$ cat config.mk
export PLATFORM = sky130hd
export DESIGN_NAME = mux_switch_sequencer
export DESIGN_NICKNAME = d
export VERILOG_FILES = /design/src/rtl/mux_seq_pkg.sv /design/src/rtl/mux_bank_decode.sv /design/src/rtl/mux_switch_sequencer.sv
export SDC_FILE = /design/constraint.sdc
export NUM_CORES = 1
export LEC_CHECK = 0
export ABC_AREA = 0
export CORE_ASPECT_RATIO = 0.5
export CORE_MARGIN = 4
export CORE_UTILIZATION = 53
export CTS_CLUSTER_DIAMETER = 120
export DETAILED_ROUTE_END_ITERATION = 10
export PLACE_DENSITY = 0.88
export SETUP_SLACK_MARGIN = 0.4
export SYNTH_ARGS = -nofsm -noshare
export SYNTH_HDL_FRONTEND = slang
export SYNTH_HIERARCHICAL = 1
export SYNTH_SLANG_ARGS = --single-unit
$ cat constraint.sdc
create_clock -name clock -period 3.2 [get_ports clock]
set_input_delay 0.64 -clock clock [delete_from_list [all_inputs] [get_ports clock]]
set_output_delay 0.64 -clock clock [all_outputs]
set_load 0.02 [all_outputs]
$ cat src/rtl/mux_seq_pkg.sv
// Shared types, default timing and the channel decode helper for the mux
// switch sequencer.
// No ports: imported by mux_bank_decode and mux_switch_sequencer.
package mux_seq_pkg;

    typedef enum logic [1:0] {
        IDLE,
        BREAK,
        ADDR,
        MAKE
    } seq_state_t;

    localparam int unsigned DEF_N_CH      = 48;
    localparam int unsigned DEF_BANK_SIZE = 16;
    localparam int unsigned DEF_T_BREAK   = 12;
    localparam int unsigned DEF_T_ADDR    = 19;
    localparam int unsigned DEF_T_EN      = 12;

    typedef struct packed {
        logic [7:0] bank;
        logic [7:0] addr;
        logic       in_range;
    } chan_split_t;

    // Channel -> {bank, address within bank, valid}. bank_size is a power of
    // two, so the division/modulo reduce to a bit split.
    function automatic chan_split_t chan_split(input logic [7:0]  ch,
                                               input int unsigned bank_size,
                                               input int unsigned n_ch);
        chan_split_t r;
        int unsigned c;
        c          = {24'd0, ch};
        r.bank     = 8'(c / bank_size);
        r.addr     = 8'(c % bank_size);
        r.in_range = (c < n_ch);
        return r;
    endfunction

endpackage

$ cat src/rtl/mux_bank_decode.sv
// Registered channel decoder: holds a bank index and address and drives a
// one-hot bank enable on command from the sequencer.
// Ports:
//   clk_i, rst_i   clock, asynchronous active-high reset
//   ch_i           channel to decode (sampled when load_i is high)
//   load_i         capture a new address/bank from ch_i
//   en_set_i       drive the one-hot enable for the held bank
//   en_clr_i       force all enables low (wins over en_set_i)
//   bank_en_o      one-hot bank enable (all zero if held channel out of range)
//   addr_o         address within bank
module mux_bank_decode
    import mux_seq_pkg::*;
#(
    parameter  int unsigned N_CH      = DEF_N_CH,
    parameter  int unsigned BANK_SIZE = DEF_BANK_SIZE,
    localparam int unsigned CHW       = $clog2(N_CH),
    localparam int unsigned N_OUT     = N_CH / BANK_SIZE,
    localparam int unsigned AW        = (BANK_SIZE > 1) ? $clog2(BANK_SIZE) : 1,
    localparam int unsigned BW        = (N_OUT > 1) ? $clog2(N_OUT) : 1
) (
    input  logic             clk_i,
    input  logic             rst_i,
    input  logic [CHW-1:0]   ch_i,
    input  logic             load_i,
    input  logic             en_set_i,
    input  logic             en_clr_i,
    output logic [N_OUT-1:0] bank_en_o,
    output logic [AW-1:0]    addr_o
);

    chan_split_t      split;
    logic [BW-1:0]    bank_q, bank_d;
    logic [AW-1:0]    addr_q, addr_d;
    logic             valid_q, valid_d;
    logic [N_OUT-1:0] en_q, en_d;

    always_comb begin
        split   = chan_split(8'(ch_i), BANK_SIZE, N_CH);
        bank_d  = bank_q;
        addr_d  = addr_q;
        valid_d = valid_q;
        en_d    = en_q;
        if (load_i) begin
            valid_d = split.in_range;
            // Out-of-range loads leave the previous address on the pins.
            if (split.in_range) begin
                bank_d = BW'(split.bank);
                addr_d = AW'(split.addr);
            end
        end
        if (en_clr_i) begin
            en_d = '0;
        end else if (en_set_i) begin
            en_d = '0;
            if (valid_q) begin
                en_d[bank_q] = 1'b1;
            end
        end
    end

    always_ff @(posedge clk_i or posedge rst_i) begin
        if (rst_i) begin
            bank_q  <= '0;
            addr_q  <= '0;
            valid_q <= 1'b0;
            en_q    <= '0;
        end else begin
            bank_q  <= bank_d;
            addr_q  <= addr_d;
            valid_q <= valid_d;
            en_q    <= en_d;
        end
    end

    assign bank_en_o = en_q;
    assign addr_o    = addr_q;

endmodule

$ cat src/rtl/mux_switch_sequencer.sv
// Break-before-make sequencer for the sender enables and the P/N analog mux
// banks. A request is captured on valid&ready, then: all enables off for
// T_BREAK, new addresses for T_ADDR, enables on for T_EN, then settled.
// Ports:
//   clock, reset             system clock, asynchronous active-high reset
//   req_valid/req_ready      request handshake (ready only while idle)
//   req_off                  request all paths off (channel fields ignored)
//   req_snd, req_p, req_n    sender / P receive / N receive channel
//   en_snd                   one-hot sender enable
//   mux_p_en, mux_p_addr     P bank one-hot enable and address
//   mux_n_en, mux_n_addr     N bank one-hot enable and address
//   settled                  outputs reflect the last accepted request
//   range_err                one-cycle pulse on acceptance of an out-of-range channel
module mux_switch_sequencer
    import mux_seq_pkg::*;
#(
    parameter  int unsigned N_CH      = DEF_N_CH,
    parameter  int unsigned BANK_SIZE = DEF_BANK_SIZE,
    parameter  int unsigned T_BREAK   = DEF_T_BREAK,
    parameter  int unsigned T_ADDR    = DEF_T_ADDR,
    parameter  int unsigned T_EN      = DEF_T_EN,
    localparam int unsigned CHW       = $clog2(N_CH),
    localparam int unsigned N_BANKS   = N_CH / BANK_SIZE,
    localparam int unsigned AW        = $clog2(BANK_SIZE)
) (
    input  logic               clock,
    input  logic               reset,
    input  logic               req_valid,
    output logic               req_ready,
    input  logic               req_off,
    input  logic [CHW-1:0]     req_snd,
    input  logic [CHW-1:0]     req_p,
    input  logic [CHW-1:0]     req_n,
    output logic [N_CH-1:0]    en_snd,
    output logic [N_BANKS-1:0] mux_p_en,
    output logic [AW-1:0]      mux_p_addr,
    output logic [N_BANKS-1:0] mux_n_en,
    output logic [AW-1:0]      mux_n_addr,
    output logic               settled,
    output logic               range_err
);

    localparam int unsigned T_MAX0 = (T_BREAK > T_ADDR) ? T_BREAK : T_ADDR;
    localparam int unsigned T_MAX  = (T_MAX0 > T_EN) ? T_MAX0 : T_EN;
    localparam int unsigned CW     = $clog2(T_MAX + 1);

    seq_state_t     state_q, state_d;
    logic [CW-1:0]  cnt_q, cnt_d;
    logic           ready_q, ready_d;
    logic           settled_q, settled_d;
    logic           rerr_q, rerr_d;
    logic           off_q, off_d;
    logic [CHW-1:0] snd_q, snd_d, p_q, p_d, n_q, n_d;

    logic           accept, same_req, req_bad;
    logic           dec_load, dec_set, dec_clr;
    chan_split_t    sp_snd, sp_p, sp_n;
    logic           snd_addr_unused;

    always_comb begin
        sp_snd   = chan_split(8'(req_snd), 1, N_CH);
        sp_p     = chan_split(8'(req_p), BANK_SIZE, N_CH);
        sp_n     = chan_split(8'(req_n), BANK_SIZE, N_CH);
        req_bad  = !req_off && !(sp_snd.in_range && sp_p.in_range && sp_n.in_range);
        accept   = req_valid && ready_q;
        same_req = settled_q && (req_off == off_q) &&
                   (req_off || (req_snd == snd_q && req_p == p_q && req_n == n_q));
    end

    always_comb begin
        state_d   = state_q;
        cnt_d     = cnt_q;
        ready_d   = ready_q;
        settled_d = settled_q;
        rerr_d    = 1'b0;
        off_d     = off_q;
        snd_d     = snd_q;
        p_d       = p_q;
        n_d       = n_q;
        dec_load  = 1'b0;
        dec_set   = 1'b0;
        dec_clr   = 1'b0;
        unique case (state_q)
            IDLE: begin
                // Ready always returns high one cycle after a fast-path accept.
                ready_d = 1'b1;
                if (accept) begin
                    rerr_d  = req_bad;
                    ready_d = 1'b0;
                    // An identical request while settled is acknowledged
                    // without touching any path.
                    if (!same_req) begin
                        off_d     = req_off;
                        snd_d     = req_snd;
                        p_d       = req_p;
                        n_d       = req_n;
                        settled_d = 1'b0;
                        dec_clr   = 1'b1;
                        state_d   = BREAK;
                        cnt_d     = CW'(T_BREAK - 1);
                    end
                end
            end
            BREAK: begin
                if (cnt_q == '0) begin
                    if (off_q) begin
                        state_d   = IDLE;
                        ready_d   = 1'b1;
                        settled_d = 1'b1;
                    end else begin
                        state_d  = ADDR;
                        cnt_d    = CW'(T_ADDR - 1);
                        dec_load = 1'b1;
                    end
                end else begin
                    cnt_d = cnt_q - CW'(1);
                end
            end
            ADDR: begin
                if (cnt_q == '0) begin
                    state_d = MAKE;
                    cnt_d   = CW'(T_EN - 1);
                    dec_set = 1'b1;
                end else begin
                    cnt_d = cnt_q - CW'(1);
                end
            end
            MAKE: begin
                if (cnt_q == '0) begin
                    state_d   = IDLE;
                    ready_d   = 1'b1;
                    settled_d = 1'b1;
                end else begin
                    cnt_d = cnt_q - CW'(1);
                end
            end
            default: begin
                state_d = IDLE;
            end
        endcase
    end

    always_ff @(posedge clock or posedge reset) begin
        if (reset) begin
            state_q   <= IDLE;
            cnt_q     <= '0;
            ready_q   <= 1'b1;
            settled_q <= 1'b0;
            rerr_q    <= 1'b0;
            off_q     <= 1'b0;
            snd_q     <= '0;
            p_q       <= '0;
            n_q       <= '0;
        end else begin
            state_q   <= state_d;
            cnt_q     <= cnt_d;
            ready_q   <= ready_d;
            settled_q <= settled_d;
            rerr_q    <= rerr_d;
            off_q     <= off_d;
            snd_q     <= snd_d;
            p_q       <= p_d;
            n_q       <= n_d;
        end
    end

    // Sender side: one "bank" per channel gives a full one-hot enable.
    mux_bank_decode #(
        .N_CH      (N_CH),
        .BANK_SIZE (1)
    ) u_dec_snd (
        .clk_i     (clock),
        .rst_i     (reset),
        .ch_i      (snd_q),
        .load_i    (dec_load),
        .en_set_i  (dec_set),
        .en_clr_i  (dec_clr),
        .bank_en_o (en_snd),
        .addr_o    (snd_addr_unused)
    );

    mux_bank_decode #(
        .N_CH      (N_CH),
        .BANK_SIZE (BANK_SIZE)
    ) u_dec_p (
        .clk_i     (clock),
        .rst_i     (reset),
        .ch_i      (p_q),
        .load_i    (dec_load),
        .en_set_i  (dec_set),
        .en_clr_i  (dec_clr),
        .bank_en_o (mux_p_en),
        .addr_o    (mux_p_addr)
    );

    mux_bank_decode #(
        .N_CH      (N_CH),
        .BANK_SIZE (BANK_SIZE)
    ) u_dec_n (
        .clk_i     (clock),
        .rst_i     (reset),
        .ch_i      (n_q),
        .load_i    (dec_load),
        .en_set_i  (dec_set),
        .en_clr_i  (dec_clr),
        .bank_en_o (mux_n_en),
        .addr_o    (mux_n_addr)
    );

    assign req_ready = ready_q;
    assign settled   = settled_q;
    assign range_err = rerr_q;

endmodule

==> flow_summary.yaml <==
status:
  status: "completed"
sta:
  setup_violations: 0
  fmax_mhz: 378
  finalCriticalPeriod_ns: 2.64
  setup_slack_ns: 0.556
  timing.final.max_slew_violations: 0
  max-slew-margin-rel: 0.579
  max_slew.worst_pin.slew_ns: 0.632
  timing_hold_violations_final: 0
  tcrit_tclk_final: 0.826
  grt_setup_unrepaired: "false"
  totalNegativeSetupSlack_ns: 0
  fin_skew_ns: 0.00828
hold_path:
  hold_path.startpoint: "cnt_q[1]"
  holdPathEnd: "cnt_q[1]"
  hold_path_depth: 1
  hp-class: "flip-flop to flip-flop"
die:
  die-area_um2: 11100
  chipHeight_um: 76.4
  ioPinCount: 87
  placement_rows: 24
  core_area_um2: 8920
  initial_utilization: 0.557
  die_w_um: 145
cts:
  worst_skew_pair.late_latency_ns: 0.35
  cts-buffers-inserted: 9
  clock_tree.root_cell: "sky130_fd_sc_hd__clkbuf_16"
  number_of_hold_repair_buffers_added_at_the_cts_stage: 0
  tritoncts_num_sinks: 104
  htree_levels: 3
  cts.clk_slew.worst_paths_ns: 0.07
  max_root_sink_buffers: 2
  tritoncts_clock_tree: "yes"
setup_path:
  reg2reg_setup_slack_ns: 0.67
  crit_path_cell_trace: "clkdlybuf4s50_1, xor2_1, nor4_1, nand4_1, o21ai_2, nor2_2, nand4bb_1, buf_6, o32ai_1"
  peak_fanout_along_the_critical_path: 24
  timing.rr.start: "cnt_q[3]"
  worstRegToRegCells: 7
  worst_path_dominant_cell_family: "simple AND/OR/NAND/NOR gates"
  kind_of_critical_path: "input pin to flip-flop"
  cp-end-kind: "flip-flop"
  path_depth: 9
  slowest_delay_ns: 0.48
  timing.critical_path.buf_inv: 2
  r2r-end: "u_dec_snd/bank_en_o[28]"
  slowest_stage: "sky130_fd_sc_hd__clkdlybuf4s50_1"
  cp_data_required_time_ns: 3.44
  critical_path.startpoint_type: "input pin"
  cp.arrival_ns: 2.89
synth:
  synthesized_nets: 417
  synthesis.yosys.warnings: 6
  netlist_area_um2: 4960
  syn_inst: 393
  synth.avg_cell_area_um2: 12.6
power_and_ir_drop:
  ir_drop_v: 0.000387
  seq_power_share: 0.395
  switching_share_of_power: 0.376
  pwr-share-clk: 0.190
  comb_power_share: 0.415
  power_switching_mw: 2.23
  internal_portion_of_total_power_mw: 3.70
  cellLeakagePower_nw: 2.65
  design_power_total_mw: 5.93
  power.density_cell_area_nw_per_um2: 948
place:
  routabilityCongestion: 0.855
  place_area_um2: 5910
  place.port_buffers: 86
  pre_cts_ws_ns: 0.184
  post_dp_hpwl_mm: 7.62
global_route:
  grt_remaining_overflow: 0
  grt_util_all_layers: 0.209
  grt_pass1_vias: 3479
  number_of_antenna_violations_at_the_first_check_in_global_routing: 0
  grt_first_pass_wirelength_mm: 18.3
  largest_net_degree_at_the_start_of_global_routing: 49
detailed_routing:
  dr.first_iter.drc_count: 231
  final_antenna_net_count: 0
  drtPass1Iterations: 4
  route.detailed.vias_per_inst: 5.71
  routed_wl_mm: 11.1
  wl_per_cell_um: 18.4
  remaining_drc_errors: 0
  via_count: 3436
final_layout:
  layout.cell_area.non_filler_um2: 6250
  nFillCells: 645
  fraction_of_final_layout_cells_sized_beyond_drive_strength_1: 0.212
  areaGrowthSynthToFinish_pct: 26.0
  multi_input_area_um2: 2000
  area.sequential_um2: 2600
  antenna_cells_inserted: 0
  fin_nets: 504
flow_run:
  max_cap_viol_count: 0
-- worst max path at each step --
stage | endpoint | from
floorplan | u_dec_snd/bank_en_o[10] | cnt_q[0]
global placement | u_dec_snd/bank_en_o[43] | req_snd[0]
detailed placement | u_dec_snd/bank_en_o[3] | req_snd[0]
CTS | u_dec_snd/bank_en_o[3] | req_snd[4]
global route | u_dec_snd/bank_en_o[45] | req_snd[4]
finish | u_dec_snd/bank_en_o[28] | req_snd[4]
-- what timing repair did --
action	4_1_cts	5_1_grt
buffers inserted	0	1
setup endpoints to repair	0	8
gates resized for setup	0	3
-- worst reg2reg max path, stage by stage (launching register included) --
cell and delay, ns:
sky130_fd_sc_hd__dfrtp_1 0.40, sky130_fd_sc_hd__nor2_1 0.26, sky130_fd_sc_hd__nand3b_1 0.30, sky130_fd_sc_hd__nor3b_2 0.51
sky130_fd_sc_hd__buf_4 0.28, sky130_fd_sc_hd__nand4bb_1 0.13, sky130_fd_sc_hd__buf_6 0.21, sky130_fd_sc_hd__o32ai_1 0.34
-- flip-flops by register name, indices dropped and copies added (netlist names), named ones only --
name                 count
u_dec_snd/bank_en_o     48
n_q                      6
p_q                      6
snd_q                    6
u_dec_snd/bank_q         6
cnt_q                    5
u_dec_n/addr_o           4
u_dec_p/addr_o           4
u_dec_n/bank_en_o        3
u_dec_p/bank_en_o        3
u_dec_n/bank_q           2
u_dec_p/bank_q           2
off_q                    1
range_err                1
req_ready                1
settled                  1
state_q                  1
u_dec_n/valid_q          1
u_dec_p/valid_q          1
u_dec_snd/valid_q        1
-- stage by stage --
step	instances	hold WS [ns]	utilization
2_1_floorplan	393	0.457	-
3_5_place_dp	585	0.495	0.663
3_3_place_gp	585	0.490	0.663
5_1_grt	602	0.523	0.701
4_1_cts	601	0.514	0.697
6_report	602	0.510	0.701
-- cell type report --
type / count / share of cell area
clock inverters: 7 / 0.0124
flip-flops and latches: 104 / 0.416
well taps: 117 / 0.0234
repair buffers: 95 / 0.155
multi-input cells: 209 / 0.320
clock buffers: 9 / 0.0360
inverters: 61 / 0.0366
-- placed cells by master (no fill, tap or decap), drive strengths merged, types with 9 or more instances in the layout --
| cell | instances |
|---|---|
| nand2b | 9 |
| o32ai | 48 |
| clkbuf | 9 |
| xor2 | 16 |
| mux2 | 34 |
| inv | 64 |
| nor2 | 10 |
| dfrtp | 103 |
| clkdlybuf4s50 | 86 |
| buf | 9 |
| a21oi | 11 |
-- layer usage --
layer / share of wire / wire length [um] / global-route usage / vias to the layer above
met4: 0.012 / 136 / 0.0568 / 0
met5: 0 / 0 / 0 / -
met2: 0.49 / 5370 / 0.324 / 118
li1: - / - / - / 1582
met1: 0.44 / 4870 / 0.286 / 1723
met3: 0.062 / 689 / 0.0633 / 13
-- power by group through the flow --
stage | registers [mW] | clock network (mW) | logic, mW
after floorplan | 2.60 | 0 | 1.23
after CTS | 2.34 | 1.15 | 2.47
after detailed placement | 2.35 | 0 | 2.45
final | 2.34 | 1.13 | 2.46
after global routing | 2.43 | 1.20 | 2.65
after global placement | 2.32 | 0 | 2.38
Note: power is estimated with default switching activity, not from simulation.
